File: src/rtl/gray_pkg.sv
// Shared types and helpers for the gray-code receiver: FSM states, step classes
// and a fixed-width gray-to-binary reference function.
package gray_pkg;

    localparam int GRAY_MAX_W = 32;

    typedef enum logic [1:0] {
        SYNC  = 2'd0,
        TRACK = 2'd1,
        FAULT = 2'd2
    } state_e;

    typedef enum logic [1:0] {
        STEP_HOLD = 2'd0,
        STEP_UP   = 2'd1,
        STEP_DN   = 2'd2,
        STEP_ERR  = 2'd3
    } step_e;

    // Zero-extended narrower codes decode correctly: leading zeros leave the prefix XOR unchanged.
    function automatic logic [GRAY_MAX_W-1:0] gray2bin(input logic [GRAY_MAX_W-1:0] g);
        logic [GRAY_MAX_W-1:0] b;
        logic                  acc;
        acc = 1'b0;
        b   = '0;
        for (int i = GRAY_MAX_W - 1; i >= 0; i--) begin
            acc  = acc ^ g[i];
            b[i] = acc;
        end
        return b;
    endfunction

endpackage

File: src/rtl/gray_to_bin.sv
// Combinational gray-to-binary decoder: each binary bit is the XOR of all gray
// bits at and above its position.
module gray_to_bin #(
    parameter int N = 8
) (
    input  logic [N-1:0] gray,
    output logic [N-1:0] bin
);

    logic acc;

    always_comb begin
        acc = 1'b0;
        bin = '0;
        for (int i = N - 1; i >= 0; i--) begin
            acc    = acc ^ gray[i];
            bin[i] = acc;
        end
    end

endmodule

File: src/rtl/gray_decode_tracker.sv
// Two-stage gray decoder that classifies each accepted sample as hold/up/down/illegal
// against the previous position, with a sticky fault state and saturating error count.
module gray_decode_tracker
    import gray_pkg::*;
#(
    parameter int N     = 8,
    parameter int ERR_W = 4
) (
    input  logic             clk,
    input  logic             reset,
    input  logic [N-1:0]     gray_in,
    input  logic             gray_vld,
    input  logic             clr_err,
    output logic [N-1:0]     bin_out,
    output logic             bin_vld,
    output logic             dir_up,
    output logic             dir_dn,
    output logic             step_err,
    output logic             fault,
    output logic [ERR_W-1:0] err_cnt,
    output state_e           state_dbg
);

    // No backpressure: a sample is accepted whenever gray_vld is high, and
    // bin_vld pulses exactly two cycles later.
    logic [N-1:0]     s1_gray_q, s1_gray_d;
    logic             s1_vld_q, s1_vld_d;
    state_e           state_q, state_d;
    logic [N-1:0]     prev_q, prev_d;
    logic [N-1:0]     bin_out_q, bin_out_d;
    logic             bin_vld_q, bin_vld_d;
    logic             dir_up_q, dir_up_d;
    logic             dir_dn_q, dir_dn_d;
    logic             step_err_q, step_err_d;
    logic [ERR_W-1:0] err_cnt_q, err_cnt_d;

    logic [N-1:0]     dec;
    logic [N-1:0]     delta;
    step_e            step;

    gray_to_bin #(.N(N)) u_dec (
        .gray (s1_gray_q),
        .bin  (dec)
    );

    always_comb begin
        s1_gray_d  = gray_in;
        s1_vld_d   = gray_vld;
        state_d    = state_q;
        prev_d     = prev_q;
        bin_out_d  = bin_out_q;
        bin_vld_d  = 1'b0;
        dir_up_d   = 1'b0;
        dir_dn_d   = 1'b0;
        step_err_d = 1'b0;
        err_cnt_d  = err_cnt_q;

        delta = dec - prev_q;
        if (delta == '0)             step = STEP_HOLD;
        else if (delta == N'(1))     step = STEP_UP;
        else if (delta == '1)        step = STEP_DN;
        else                         step = STEP_ERR;

        // prev follows every valid sample, illegal ones included, so checking resynchronises.
        if (s1_vld_q) begin
            bin_out_d = dec;
            bin_vld_d = 1'b1;
            prev_d    = dec;
        end

        if (clr_err) begin
            // A concurrent sample becomes the new reference, so tracking resumes right after it.
            err_cnt_d = '0;
            state_d   = s1_vld_q ? TRACK : SYNC;
        end else if (s1_vld_q) begin
            case (state_q)
                SYNC: state_d = TRACK;
                default: begin
                    dir_up_d   = (step == STEP_UP);
                    dir_dn_d   = (step == STEP_DN);
                    step_err_d = (step == STEP_ERR);
                    if (step == STEP_ERR) begin
                        state_d = FAULT;
                        if (err_cnt_q != '1) err_cnt_d = err_cnt_q + ERR_W'(1);
                    end
                end
            endcase
        end
    end

    always_ff @(posedge clk or posedge reset) begin
        if (reset) begin
            s1_gray_q  <= '0;
            s1_vld_q   <= 1'b0;
            state_q    <= SYNC;
            prev_q     <= '0;
            bin_out_q  <= '0;
            bin_vld_q  <= 1'b0;
            dir_up_q   <= 1'b0;
            dir_dn_q   <= 1'b0;
            step_err_q <= 1'b0;
            err_cnt_q  <= '0;
        end else begin
            s1_gray_q  <= s1_gray_d;
            s1_vld_q   <= s1_vld_d;
            state_q    <= state_d;
            prev_q     <= prev_d;
            bin_out_q  <= bin_out_d;
            bin_vld_q  <= bin_vld_d;
            dir_up_q   <= dir_up_d;
            dir_dn_q   <= dir_dn_d;
            step_err_q <= step_err_d;
            err_cnt_q  <= err_cnt_d;
        end
    end

    assign bin_out   = bin_out_q;
    assign bin_vld   = bin_vld_q;
    assign dir_up    = dir_up_q;
    assign dir_dn    = dir_dn_q;
    assign step_err  = step_err_q;
    assign err_cnt   = err_cnt_q;
    assign fault     = (state_q == FAULT);
    assign state_dbg = state_q;

endmodule

File: config.mk
export PLATFORM = sky130hd
export DESIGN_NAME = gray_decode_tracker
export DESIGN_NICKNAME = d
export VERILOG_FILES = /design/src/rtl/gray_pkg.sv /design/src/rtl/gray_to_bin.sv /design/src/rtl/gray_decode_tracker.sv
export SDC_FILE = /design/constraint.sdc
export NUM_CORES = 1
export LEC_CHECK = 0
export BUFFER_PORTS_ARGS = -buffer_cell sky130_fd_sc_hd__buf_4
export CAP_MARGIN = 25
export CORE_MARGIN = 2
export CORE_UTILIZATION = 52
export DETAILED_ROUTE_END_ITERATION = 16
export GPL_ROUTABILITY_DRIVEN = 0
export MAX_ROUTING_LAYER = met4
export PLACE_DENSITY = 0.82
export SLEW_MARGIN = 15
export SYNTH_ARGS = -nofsm -noshare
export SYNTH_HDL_FRONTEND = slang
export SYNTH_SLANG_ARGS = --single-unit
File: constraint.sdc
create_clock -name clk -period 9.1 [get_ports clk]
set_input_delay 0.91 -clock clk [delete_from_list [all_inputs] [get_ports clk]]
set_output_delay 0.91 -clock clk [all_outputs]
set_load 0.03 [all_outputs]
==> qor.tcl <==
set qor(dp_cells) 205
set qor(critical_path_arrival_ns) 4.11
set qor(start_util) 0.5495
set qor(n_antenna_cell) 0
set qor(cts_sinks) 27
set qor(buffers_inserted_during_post_cts_setup_optimization) 0
set qor(layout-drive-gt1-share) 0.2570
set qor(synthDistinctLibCells) 40
set qor(grt_antenna_before_repair) 0
set qor(synth.avg_cell_area_um2) 10.10
set qor(cts.hold.buffers_added) 0
set qor(synthAdderAreaFrac) 0.07432
set qor(final_min_period_over_clock_period) 0.4264
set qor(synth-seq-area-share) 0.4459
set qor(vias) 1193
set qor(fp.coreArea_um2) 2758
set qor(total_leakage_power_uw) 0.0008337
set qor(layoutNonFillerInstCount) 210
set qor(detailedRoute.firstPassIterationCount) 4
set qor(synth_edf_count) 0
set qor(async_reset_ff_frac) 1.000
set qor(crit_fanout) 9
set qor(rows) 19
set qor(cts_buffer_depth) 2
set qor(viasPerCell) 5.681
set qor(post_synthesis_compound_gate_area_fraction) 0.1478
set qor(max-slew-margin-rel) 0.6191
set qor(synth_xor_area_frac) 0.1065
set qor(cts_tree) {done}
set qor(power_density_nw_per_um2) 224.9
set qor(status) {finished clean}
set qor(setup_violations) 0
set qor(timing.setup.tns_ns) 0
set qor(grt_first_pass_wirelength_mm) 4.961
set qor(drtAntennaViolNets) 0
set qor(number_of_storage_elements_in_the_synthesis_netlist) 27
set qor(timing.final.hold_violations) 0
set qor(wire_length_after_detailed_routing_mm) 2.897
set qor(detail_route.wl_per_cell_um) 13.80
set qor(vdd_drop_max_mv) 0.1466
set qor(max_clock_freq_mhz) 257.7
set qor(dr.first_iter.drc_count) 30
set qor(syn_area_um2) 1515
set qor(min_path_type) {reg -> reg}
set qor(period_needed_ns) 3.881
set qor(buffer_ports.inserted) 30
set qor(critical_path.endpoint_type) {flip-flop}
set qor(clk_transition_reported_paths_ns) 0.14
set qor(syn-num-nets) 171
set qor(fin_skew_ns) 0.006303
set qor(h-tree-depth) 1
set qor(cts.repair.resized) 0
set qor(die-width_um) 57.98
set qor(layout-area-overhead-vs-synth_pct) 18.91
set qor(cts-buffers-inserted) 3
set qor(timing_max_transition_violations_final) 0
set qor(groute.usage.overall) 0.1967
set qor(top_level_ports) 31
set qor(grt.overflow.total) 0
set qor(crit_required_ns) 9.33
set qor(grt_setup_unrepaired) {no}
set qor(dieArea_um2) 3362
set qor(setup.worst_path.start_class) {flip-flop}
set qor(grt_max_degree) 28
set qor(grt_pass1_vias) 1108
set qor(drc) 0
set qor(fin_nets) 201
set qor(yosys_most_used_dff) {sky130_fd_sc_hd__dfrtp_1}
set qor(clock_latency_ns) 0.32
set qor(post_synth_mux_area_share) 0.02147
set qor(dp_hpwl_mm) 2.154
set qor(synth_top_family_by_area) {simple AND/OR/NAND/NOR gates}
set qor(yosys_warnings) 0
set qor(worstMarginPinSlew_ns) 0.5714
set qor(clk_root_buffer_cell) {sky130_fd_sc_hd__clkbuf_4}
set qor(synthesis.instances) 150
set qor(synth-simple-area-share) 0.1610
set qor(rrSetupSlack_ns) 5.22
set qor(die_h_um) 57.98
set qor(setup.worst_path.class) {reg -> reg}
set qor(cap_viol_max_count) 0
[worst paths after layout]
kind,from,end,cells after the start
min in group asynchronous,reset,bin_out[0],2
hold reg to reg,state_dbg[1],state_dbg[1],1
hold / removal,state_dbg[1],state_dbg[1],1
setup / recovery,s1_gray_q[7],err_cnt[2],14
setup reg to reg,s1_gray_q[7],err_cnt[2],14
max in group asynchronous,reset,bin_out[2],3
[sequential cells by signal, summed over array words and instances, names as in the netlist]
name / flops
dir_up: 1
state_dbg: 2
dir_dn: 1
step_err: 1
s1_vld_q: 1
bin_out: 8
s1_gray_q: 8
err_cnt: 4
bin_vld: 1
[per-layer routing]
layer / track usage / vias up / wire length [µm]
li1: - / 579 / -
met3: 0.02902 / 5 / 88
met1: 0.2588 / 581 / 1318
met4: 0.07641 / 0 / 47
met5: - / - / 0
met2: 0.3084 / 28 / 1442
[power by group]
group          switching [µW]  total (µW)  leakage [µW]  internal (µW)
Sequential               11.7         144      0.000332            132
Combinational             125         210      0.000487           85.2
Clock                    33.9        51.0     0.0000150           17.2
[logic make-up after synthesis]
kind of cell | after synthesis
xor gates and xnor gates | 15
buffers and inverters | 15
adders and majority gates | 9
AOI/OAI and AO/OA | 35
and+or+nand+nor | 46
muxes | 3
DFF | 27
[layout by cell type (no fill, tap or decap), types with 2 or more instances in the layout]
cell	synthesis	routed
sky130_fd_sc_hd__inv_1	9	9
sky130_fd_sc_hd__or2_2	2	2
sky130_fd_sc_hd__xor2_1	3	3
sky130_fd_sc_hd__a21oi_1	11	11
sky130_fd_sc_hd__xnor2_2	2	2
sky130_fd_sc_hd__nor4b_1	2	2
sky130_fd_sc_hd__buf_4	0	30
sky130_fd_sc_hd__nor2b_1	3	3
sky130_fd_sc_hd__or4_1	3	3
sky130_fd_sc_hd__nand3b_1	2	2
sky130_fd_sc_hd__xnor2_1	8	8
sky130_fd_sc_hd__ha_1	9	9
sky130_fd_sc_hd__o31ai_1	3	3
sky130_fd_sc_hd__clkbuf_4	0	3
sky130_fd_sc_hd__o21ai_0	9	9
sky130_fd_sc_hd__nand2_1	16	16
sky130_fd_sc_hd__nand2b_1	2	2
sky130_fd_sc_hd__mux2_2	2	2
sky130_fd_sc_hd__o21ai_1	2	2
sky130_fd_sc_hd__nor2_1	8	8
sky130_fd_sc_hd__xor2_2	2	2
sky130_fd_sc_hd__dfrtp_1	27	27
sky130_fd_sc_hd__nor3_1	3	3
[cell type report]
class	count	area, µm²
well taps	31	38.79
repair buffers	31	252.7
multi-input cells	108	774.5
inverters	9	33.78
fillers	220	955.9
flip-flops and latches	27	675.6
clock buffers	4	26.28
[worst max-delay path, cell delays in order (launching register included)]
cell,delay (ns)
sky130_fd_sc_hd__dfrtp_1,0.45
sky130_fd_sc_hd__xnor2_2,0.28
sky130_fd_sc_hd__xnor2_1,0.15
sky130_fd_sc_hd__xnor2_2,0.24
sky130_fd_sc_hd__xor2_2,0.25
sky130_fd_sc_hd__xor2_2,0.21
sky130_fd_sc_hd__xnor2_1,0.14
sky130_fd_sc_hd__ha_1,0.21
sky130_fd_sc_hd__nand2b_1,0.17
sky130_fd_sc_hd__a21oi_2,0.28
sky130_fd_sc_hd__a41oi_2,0.16
sky130_fd_sc_hd__xnor2_1,0.20
sky130_fd_sc_hd__and4_1,0.31
sky130_fd_sc_hd__nor4b_1,0.36
sky130_fd_sc_hd__mux2_2,0.37
[per-stage QoR]
step                      cell area [µm²]  utilization  hold slack [ns]  worst slack, ns  total power [µW]
after floorplan                      1515            -           0.3519            5.513             303.9
after global placement               1748       0.6338           0.5227            5.406             345.4
after detailed placement             1748       0.6338           0.5421            5.218             352.1
after CTS                            1774       0.6434           0.5768            5.210             404.4
after global routing                 1802       0.6534           0.5960            4.881             435.5
final                                1802       0.6534           0.5722            5.219             405.3
[synthesized netlist by cell type (2+ instances only)]
cell                       count  area share
sky130_fd_sc_hd__inv_1         9       0.022
sky130_fd_sc_hd__a21oi_1      11       0.036
sky130_fd_sc_hd__o21ai_0       9       0.030
sky130_fd_sc_hd__xor2_1        3       0.017
sky130_fd_sc_hd__nand2b_1      2      0.0083
sky130_fd_sc_hd__or2_2         2      0.0083
sky130_fd_sc_hd__nor4b_1       2       0.012
sky130_fd_sc_hd__or4_1         3       0.015
sky130_fd_sc_hd__clkbuf_1      4      0.0099
sky130_fd_sc_hd__dfrtp_1      27        0.45
sky130_fd_sc_hd__xor2_2        2       0.021
sky130_fd_sc_hd__nor2_1        8       0.020
sky130_fd_sc_hd__ha_1          9       0.074
sky130_fd_sc_hd__nand2_1      16       0.040
sky130_fd_sc_hd__mux2_2        2       0.015
sky130_fd_sc_hd__xnor2_1       8       0.046
sky130_fd_sc_hd__xnor2_2       2       0.021
sky130_fd_sc_hd__nand3b_1      2      0.0099
sky130_fd_sc_hd__o21ai_1       2      0.0066
sky130_fd_sc_hd__nor2b_1       3       0.012
sky130_fd_sc_hd__nor3_1        3      0.0099
sky130_fd_sc_hd__o31ai_1       3       0.015
No activity file was read; power rests on OpenSTA's default activity.
